`config.mk`:
```
export PLATFORM = sky130hd
export DESIGN_NAME = wmst_out_fm_burst_writer
export DESIGN_NICKNAME = d
export VERILOG_FILES = /design/src/rtl/wmst_out_fm_burst_writer.sv
export SDC_FILE = /design/constraint.sdc
export NUM_CORES = 2
export LEC_CHECK = 0
export ABC_AREA = 1
export CAP_MARGIN = 15
export CORE_MARGIN = 2
export CORE_UTILIZATION = 52
export DETAILED_ROUTE_END_ITERATION = 10
export PLACE_DENSITY = 0.74
export SYNTH_ARGS = -nofsm -noshare
export SYNTH_HDL_FRONTEND = slang
export SYNTH_SLANG_ARGS = --single-unit
```
`constraint.sdc`:
```
create_clock -name clk -period 3.6 [get_ports clk]
set_clock_uncertainty 0.2 [all_clocks]
set_input_delay 0.36 -clock clk [delete_from_list [all_inputs] [get_ports clk]]
set_output_delay 0.36 -clock clk [all_outputs]
set_load 0.005 [all_outputs]
```
`src/rtl/wmst_out_fm_burst_writer.sv`:
```
// Output-feature-map store engine: packs DW-bit FIFO words into XDW-bit beats and writes strided rows as bursts.
// Latency: accept -> first pop 1 cycle, -> first wmst_go 3 cycles; backpressure: pops stall while a held beat sees buffer_full.
// Optional feature macro WMST_STALL_CNT_EN adds the stall_cnt[31:0] output.
module wmst_out_fm_burst_writer #(
  parameter int DW   = 32,
  parameter int XDW  = 128,
  parameter int XAW  = 32,
  parameter int CW   = 16,
  parameter int BLEN = 8
) (
  input  logic           clk,
  input  logic           rst_n,
  input  logic           cmd_valid,
  output logic           cmd_ready,
  input  logic [XAW-1:0] cmd_base,
  input  logic [CW-1:0]  cmd_row_len,
  input  logic [CW-1:0]  cmd_row_num,
  input  logic [XAW-1:0] cmd_row_stride,
  input  logic [DW-1:0]  fifo_data,
  input  logic           fifo_empty,
  output logic           fifo_pop,
  output logic           wmst_fixed_location,
  output logic [XAW-1:0] wmst_write_base,
  output logic [XAW-1:0] wmst_write_length,
  output logic           wmst_go,
  input  logic           wmst_done,
  output logic [XDW-1:0] wmst_user_write_data,
  output logic           wmst_user_write_buffer,
  input  logic           wmst_user_buffer_full,
  output logic           busy,
  output logic           store_done
`ifdef WMST_STALL_CNT_EN
  ,
  output logic [31:0]    stall_cnt
`endif
);
  localparam int NW = XDW / DW;
  localparam int LW = (NW > 1) ? $clog2(NW) : 1;
  localparam int TW = 2 * CW;
  localparam int BW = CW + 1;
  localparam int BB = XDW / 8;

  typedef enum logic [2:0] {
    S_IDLE, S_ROW, S_ISSUE, S_WAIT_LO, S_WAIT_HI, S_FIN
  } state_t;

  state_t state, state_n;

  logic [XAW-1:0] row_base, stride, addr;
  logic [CW-1:0]  row_len, rows_left, col;
  logic [BW-1:0]  row_beats, beats_left, burst, burst_n;
  logic [TW-1:0]  words_left;
  logic [XDW-1:0] beat, beat_n;
  logic [LW-1:0]  lane, lane_n;
  logic           beat_vld, beat_vld_n;
  logic           accept, row_load, go_set, burst_adv;
  logic           pop, wr, last_word, tile_drained;

  assign accept       = cmd_valid & cmd_ready;
  assign busy         = (state != S_IDLE);
  assign pop          = busy & ~fifo_empty & (words_left != '0) & ~(beat_vld & wmst_user_buffer_full);
  assign wr           = beat_vld & ~wmst_user_buffer_full;
  assign last_word    = (col == row_len - CW'(1));
  assign tile_drained = (words_left == '0) && !beat_vld;
  assign burst_n      = (beats_left > BW'(BLEN)) ? BW'(BLEN) : beats_left;

  assign fifo_pop               = pop;
  assign wmst_fixed_location    = 1'b0;
  assign wmst_user_write_data   = beat;
  assign wmst_user_write_buffer = wr;

  always_ff @(posedge clk or negedge rst_n) begin
    if (!rst_n) state <= S_IDLE;
    else        state <= state_n;
  end

  always_comb begin
    state_n    = state;
    cmd_ready  = 1'b0;
    row_load   = 1'b0;
    go_set     = 1'b0;
    burst_adv  = 1'b0;
    store_done = 1'b0;
    case (state)
      S_IDLE: begin
        cmd_ready = 1'b1;
        if (cmd_valid) state_n = S_ROW;
      end
      S_ROW: begin
        if (row_len == '0 || rows_left == '0) begin
          state_n = S_FIN;
        end else begin
          row_load = 1'b1;
          state_n  = S_ISSUE;
        end
      end
      S_ISSUE: begin
        if (wmst_done) begin
          go_set  = 1'b1;
          state_n = S_WAIT_LO;
        end
      end
      S_WAIT_LO: begin
        if (!wmst_done) state_n = S_WAIT_HI;
      end
      S_WAIT_HI: begin
        if (wmst_done) begin
          burst_adv = 1'b1;
          // rows_left was already decremented when this row was loaded
          if (beats_left != burst)  state_n = S_ISSUE;
          else if (rows_left != '0) state_n = S_ROW;
          else                      state_n = S_FIN;
        end
      end
      S_FIN: begin
        if (tile_drained) begin
          store_done = 1'b1;
          state_n    = S_IDLE;
        end
      end
      default: state_n = S_IDLE;
    endcase
  end

  // A popped word lands in its lane at the next edge; a completed beat is
  // replaced in the same cycle it is handed to the master.
  always_comb begin
    beat_n     = beat;
    lane_n     = lane;
    beat_vld_n = beat_vld;
    if (wr) begin
      beat_n     = '0;
      lane_n     = '0;
      beat_vld_n = 1'b0;
    end
    if (pop) begin
      for (int i = 0; i < NW; i++) begin
        if (lane_n == LW'(i)) beat_n[i*DW +: DW] = fifo_data;
      end
      if (last_word || lane_n == LW'(NW - 1)) begin
        beat_vld_n = 1'b1;
        lane_n     = '0;
      end else begin
        lane_n = lane_n + LW'(1);
      end
    end
  end

  always_ff @(posedge clk or negedge rst_n) begin
    if (!rst_n) begin
      row_base          <= '0;
      stride            <= '0;
      addr              <= '0;
      row_len           <= '0;
      rows_left         <= '0;
      col               <= '0;
      row_beats         <= '0;
      beats_left        <= '0;
      burst             <= '0;
      words_left        <= '0;
      beat              <= '0;
      lane              <= '0;
      beat_vld          <= 1'b0;
      wmst_go           <= 1'b0;
      wmst_write_base   <= '0;
      wmst_write_length <= '0;
    end else begin
      wmst_go  <= go_set;
      beat     <= beat_n;
      lane     <= lane_n;
      beat_vld <= beat_vld_n;
      if (accept) begin
        row_base   <= cmd_base;
        stride     <= cmd_row_stride;
        row_len    <= cmd_row_len;
        rows_left  <= cmd_row_num;
        row_beats  <= BW'((BW'(cmd_row_len) + BW'(NW - 1)) / BW'(NW));
        words_left <= TW'(cmd_row_len) * TW'(cmd_row_num);
        col        <= '0;
      end else if (pop) begin
        words_left <= words_left - TW'(1);
        col        <= last_word ? '0 : col + CW'(1);
      end
      if (row_load) begin
        addr       <= row_base;
        row_base   <= row_base + stride;
        rows_left  <= rows_left - CW'(1);
        beats_left <= row_beats;
      end
      if (go_set) begin
        wmst_write_base   <= addr;
        wmst_write_length <= XAW'(burst_n) * XAW'(BB);
        burst             <= burst_n;
      end
      if (burst_adv) begin
        addr       <= addr + wmst_write_length;
        beats_left <= beats_left - burst;
      end
    end
  end

`ifdef WMST_STALL_CNT_EN
  logic stall;
  assign stall = busy && ((fifo_empty && words_left != '0) || (wmst_user_buffer_full && beat_vld));

  always_ff @(posedge clk or negedge rst_n) begin
    if (!rst_n)                      stall_cnt <= '0;
    else if (accept)                 stall_cnt <= '0;
    else if (stall && stall_cnt != '1) stall_cnt <= stall_cnt + 32'd1;
  end
`endif

endmodule
```
==> metrics.md <==
| Metric | Value |
|---|---|
| Net Sw Power | 17.5 mW |
| Overall routing resource usage | 31.0% |
| RSZ-0062 raised after global routing | true |
| # IOs | 333 |
| Final critical delay including setup and external delays | 5.03 ns |
| Post-synthesis instance area | 31500 um^2 |
| Mapped Avg Cell Area | 7.47 um^2 |
| Number of buffers on the longest clock path | 3 |
| Internal power | 20.6 mW |
| Number of global-route vias before repair | 29100 |
| Clock network fraction of total power | 12.3% |
| Summed area of non-filler cells in the final layout | 40100 um^2 |
| Synth async-reset ratio | 100% |
| GR Overflow Total | 0 |
| Slew of the pin with the lowest slew margin | 0.866 ns |
| Clock root buffer | clkbuf_16 |
| Proportion of synthesized chip area in sequential cells | 31.2% |
| Hold Path Depth | 4 |
| Synth warn | 0 |
| Overall die area | 62500 um^2 |
| Antenna-violating nets left | 0 |
| Type of destination of the critical path | flip-flop |
| Most used flip-flop cell after synthesis | dfrtp_1 |
| List of most frequent post-synthesis cells | 1302 x nand2_1, 630 x inv_1, 392 x dfrtp_1 |
| Kind of cell adding the most delay to the critical path | adder cells |
| Hold path startpoint | cmd_row_num[4] |
| Critical register-to-register path endpoint | row_base[26] |
| Site row count | 90 |
| Total power per unit cell area | 950 nW/um^2 |
| Hpwl dp | 72000 um |
| Number of nets in the layout | 5163 |
| Fraction of synthesized cell area taken by the top area cell type | 31.2% |
| Fraction of final layout cells with drive strength greater than 1 | 15.3% |
| Filler Cell Count | 5000 |
| Setup slack after layout | -1.43 ns |
| Synth Instances | 4211 |
| Antenna violations before repair | 2 |
| Violations in the final reports | setup timing |
| Worst R2R Setup Slack | 0.66 ns |
| Gate power share | 71.4% |
| Final TNS setup | -31.45 ns |
| Unique cell type count in the Yosys netlist | 61 |
| Endpoint of the worst hold path | rows_left[4] |
| Worst max-slew margin expressed relative to the limit | 42.2% |
| Effective utilization at floorplan | 52.3% |
| Min-delay worst type | in -> reg |
| Maximum ir drop on the vdd rail | 1.98 mV |
| Final Hold Fails | 0 |
| Highest net fanout along the worst path | 5 |
| Ratio of final minimum period to clock period | 140% |
| Class of the most critical setup path | in -> reg |
| Port Buffers | 316 |
| Max Transition Viols Final | 0 |
| Post-route DRC violation count | 0 |
| Worst r2r path cells | 11 |
| Fmax | 199 MHz |
| Area overhead of the layout relative to synthesis | 27.4% |
| Wire length after detailed routing | 97000 um |
| Total CTS buffers | 45 |
| Switching Share | 46.0% |
| Stage delay of the slowest cell on the critical path | 0.58 ns |
| CTS tree | done |
| Sum of buffers and inverters on the critical path | 9 |
| Number of enable flip-flop cells after synthesis | 0 |
| Crit path DAT | 5.30 ns |
| Last weighted congestion value of the routability-driven placer | 0.986 |
| Routed wire per std cell | 17.7 um |
| Outcome | finished with violations |
| Flip-flop and latch count after synthesis | 392 |
| Category of the worst setup path launch point | input port |
| Yosys top cell by area | dfrtp_1 |
| First-pass GRT wire length | 156000 um |
| Final setup fails | 26 |
| Clk pin slew, worst setup/hold paths | 0.06 ns |
| Library cell contributing the largest single delay on the critical path | fa_1 |
| Cell Area, Placed | 36900 um^2 |
| Via count | 29700 |
| Final Util | 66.7% |
| Required time at the worst-slack endpoint | 3.87 ns |
| Clock Latency Late Sink | 0.59 ns |
| Die extent in y | 250 um |
| Biggest area contributors in the synthesized netlist | dfrtp_1 31%, nand2_1 16%, fa_1 13% |
| Number of max-cap violations | 0 |
| Reg-to-reg critical path startpoint | stride[0] |
| Post-detailed-route via-to-cell ratio | 5.42 |
| Total clock sinks | 392 |
| Most common cell in the synthesized netlist | nand2_1 |
| Flop pwr share | 16.3% |
| Die X-Extent | 250 um |
| Initial DRC count | 2449 |
| Number of H-tree levels | 2 |
| Static leakage power | 20.0 nW |
| Core outline area | 60100 um^2 |
| TritonRoute pass-1 iters | 6 |
| Maximum number of pins on one net before global-route repair | 148 |
-- metrics by stage --
stage | total power [mW] | worst slack, ns | hold slack [ns] | cells
after floorplan | 18.9 | -1.68 | -0.136 | 4226
after global placement | 26.3 | -2.36 | 0.0612 | 5328
after detailed placement | 26.7 | -2.44 | 0.0617 | 5328
after CTS | 35.2 | -1.37 | 0.00268 | 5461
after global routing | 40.8 | -1.64 | 0.0136 | 5472
final | 38.1 | -1.43 | 0.00542 | 5473
-- flip-flops by register name (all words and copies together), names as in the netlist --
name,cells
wmst_user_write_data,128
state,3
row_len,16
row_base,32
wmst_go,1
beats_left,17
rows_left,16
addr,32
beat_vld,1
burst,17
row_beats,15
wmst_write_base,32
stride,32
col,16
words_left,32
lane,2
-- cells by family after synthesis --
logic type,after synthesis,share of synthesized area (%)
and+or+nand+nor,1921,25.7
buffers and inverters,830,10.5
AOI/OAI and AO/OA,615,10.8
DFF,392,31.2
adders and majority gates,373,19.5
xor gates and xnor gates,79,2.20
other,1,0.0119
-- worst register-to-register path, cell delays in order (launching register included) --
cell and delay, ns:
dfrtp_1 0.36, ha_1 0.27, inv_1 0.08, fa_1 0.43, nor3_1 0.21, nor2_1 0.12, o21ai_0 0.50, nand3_1 0.25
nand3_1 0.15, nand2_1 0.05, o21ai_1 0.13, nand2_1 0.06
-- routing by layer --
| metal | track usage, % | routed length (um) | vias to the layer above |
|---|---|---|---|
| li1 | - | - | 14200 |
| met1 | 42.1 | 41100 | 14300 |
| met2 | 50.4 | 45200 | 1006 |
| met3 | 5.73 | 7540 | 191 |
| met4 | 9.62 | 3100 | 0 |
| met5 | 0 | 0 | - |
-- power groups by stage --
| stage | clock network [mW] | registers (mW) | logic (mW) |
|---|---|---|---|
| final | 4.68 | 6.21 | 27.2 |
| after global routing | 4.93 | 6.35 | 29.5 |
| after CTS | 4.74 | 6.20 | 24.3 |
| after detailed placement | 0 | 6.26 | 20.4 |
| after global placement | 0 | 6.23 | 20.0 |
| after floorplan | 0 | 6.18 | 12.7 |
-- cell usage in the layout (no fill, tap or decap), drive strengths merged, types with 22 or more instances in the layout --
cell type / n
a21oi: 146
fa: 197
nor3: 48
nand4: 43
clkbuf: 59
buf: 283
inv: 648
clkdlybuf4s50: 283
nor2: 263
o21ai: 342
nand2: 1317
o221ai: 22
nand3: 208
ha: 176
dfrtp: 392
xor2: 58
-- area by class of cell --
cell class / instances / area [um^2] / share of cell area [%]
Multi-Input combinational cell: 3004 / 19800 / 49.3
Sequential cell: 392 / 9810 / 24.5
Timing Repair Buffer: 570 / 5630 / 14.0
Inverter: 643 / 2420 / 6.05
Clock buffer: 59 / 1260 / 3.14
Tap cell: 782 / 978 / 2.44
Clock inverter: 21 / 239 / 0.596
Antenna cell: 2 / 5.00 / 0.0125
-- worst max path at each step --
stage	startpoint	endpoint	slack (ns)	cells after the start
global placement	cmd_row_len[7]	words_left[18]	-2.36	22
CTS	cmd_row_len[6]	words_left[31]	-1.37	24
detailed placement	cmd_row_len[7]	words_left[18]	-2.44	22
floorplan	cmd_row_num[4]	words_left[17]	-1.68	23
finish	cmd_row_len[11]	words_left[28]	-1.43	25
global route	cmd_row_num[11]	words_left[29]	-1.64	27
-- timing repair --
| action | CTS | global route |
|---|---|---|
| setup endpoints to repair | 28 | 29 |
| pin swaps | 159 | 112 |
| hold endpoints to repair | 359 | 0 |
| cloned | 8 | 0 |
| resized for setup | 361 | 144 |
| hold buffers | 1 | 0 |
| setup buffers | 45 | 15 |
No activity file was read; power rests on OpenSTA's default activity.
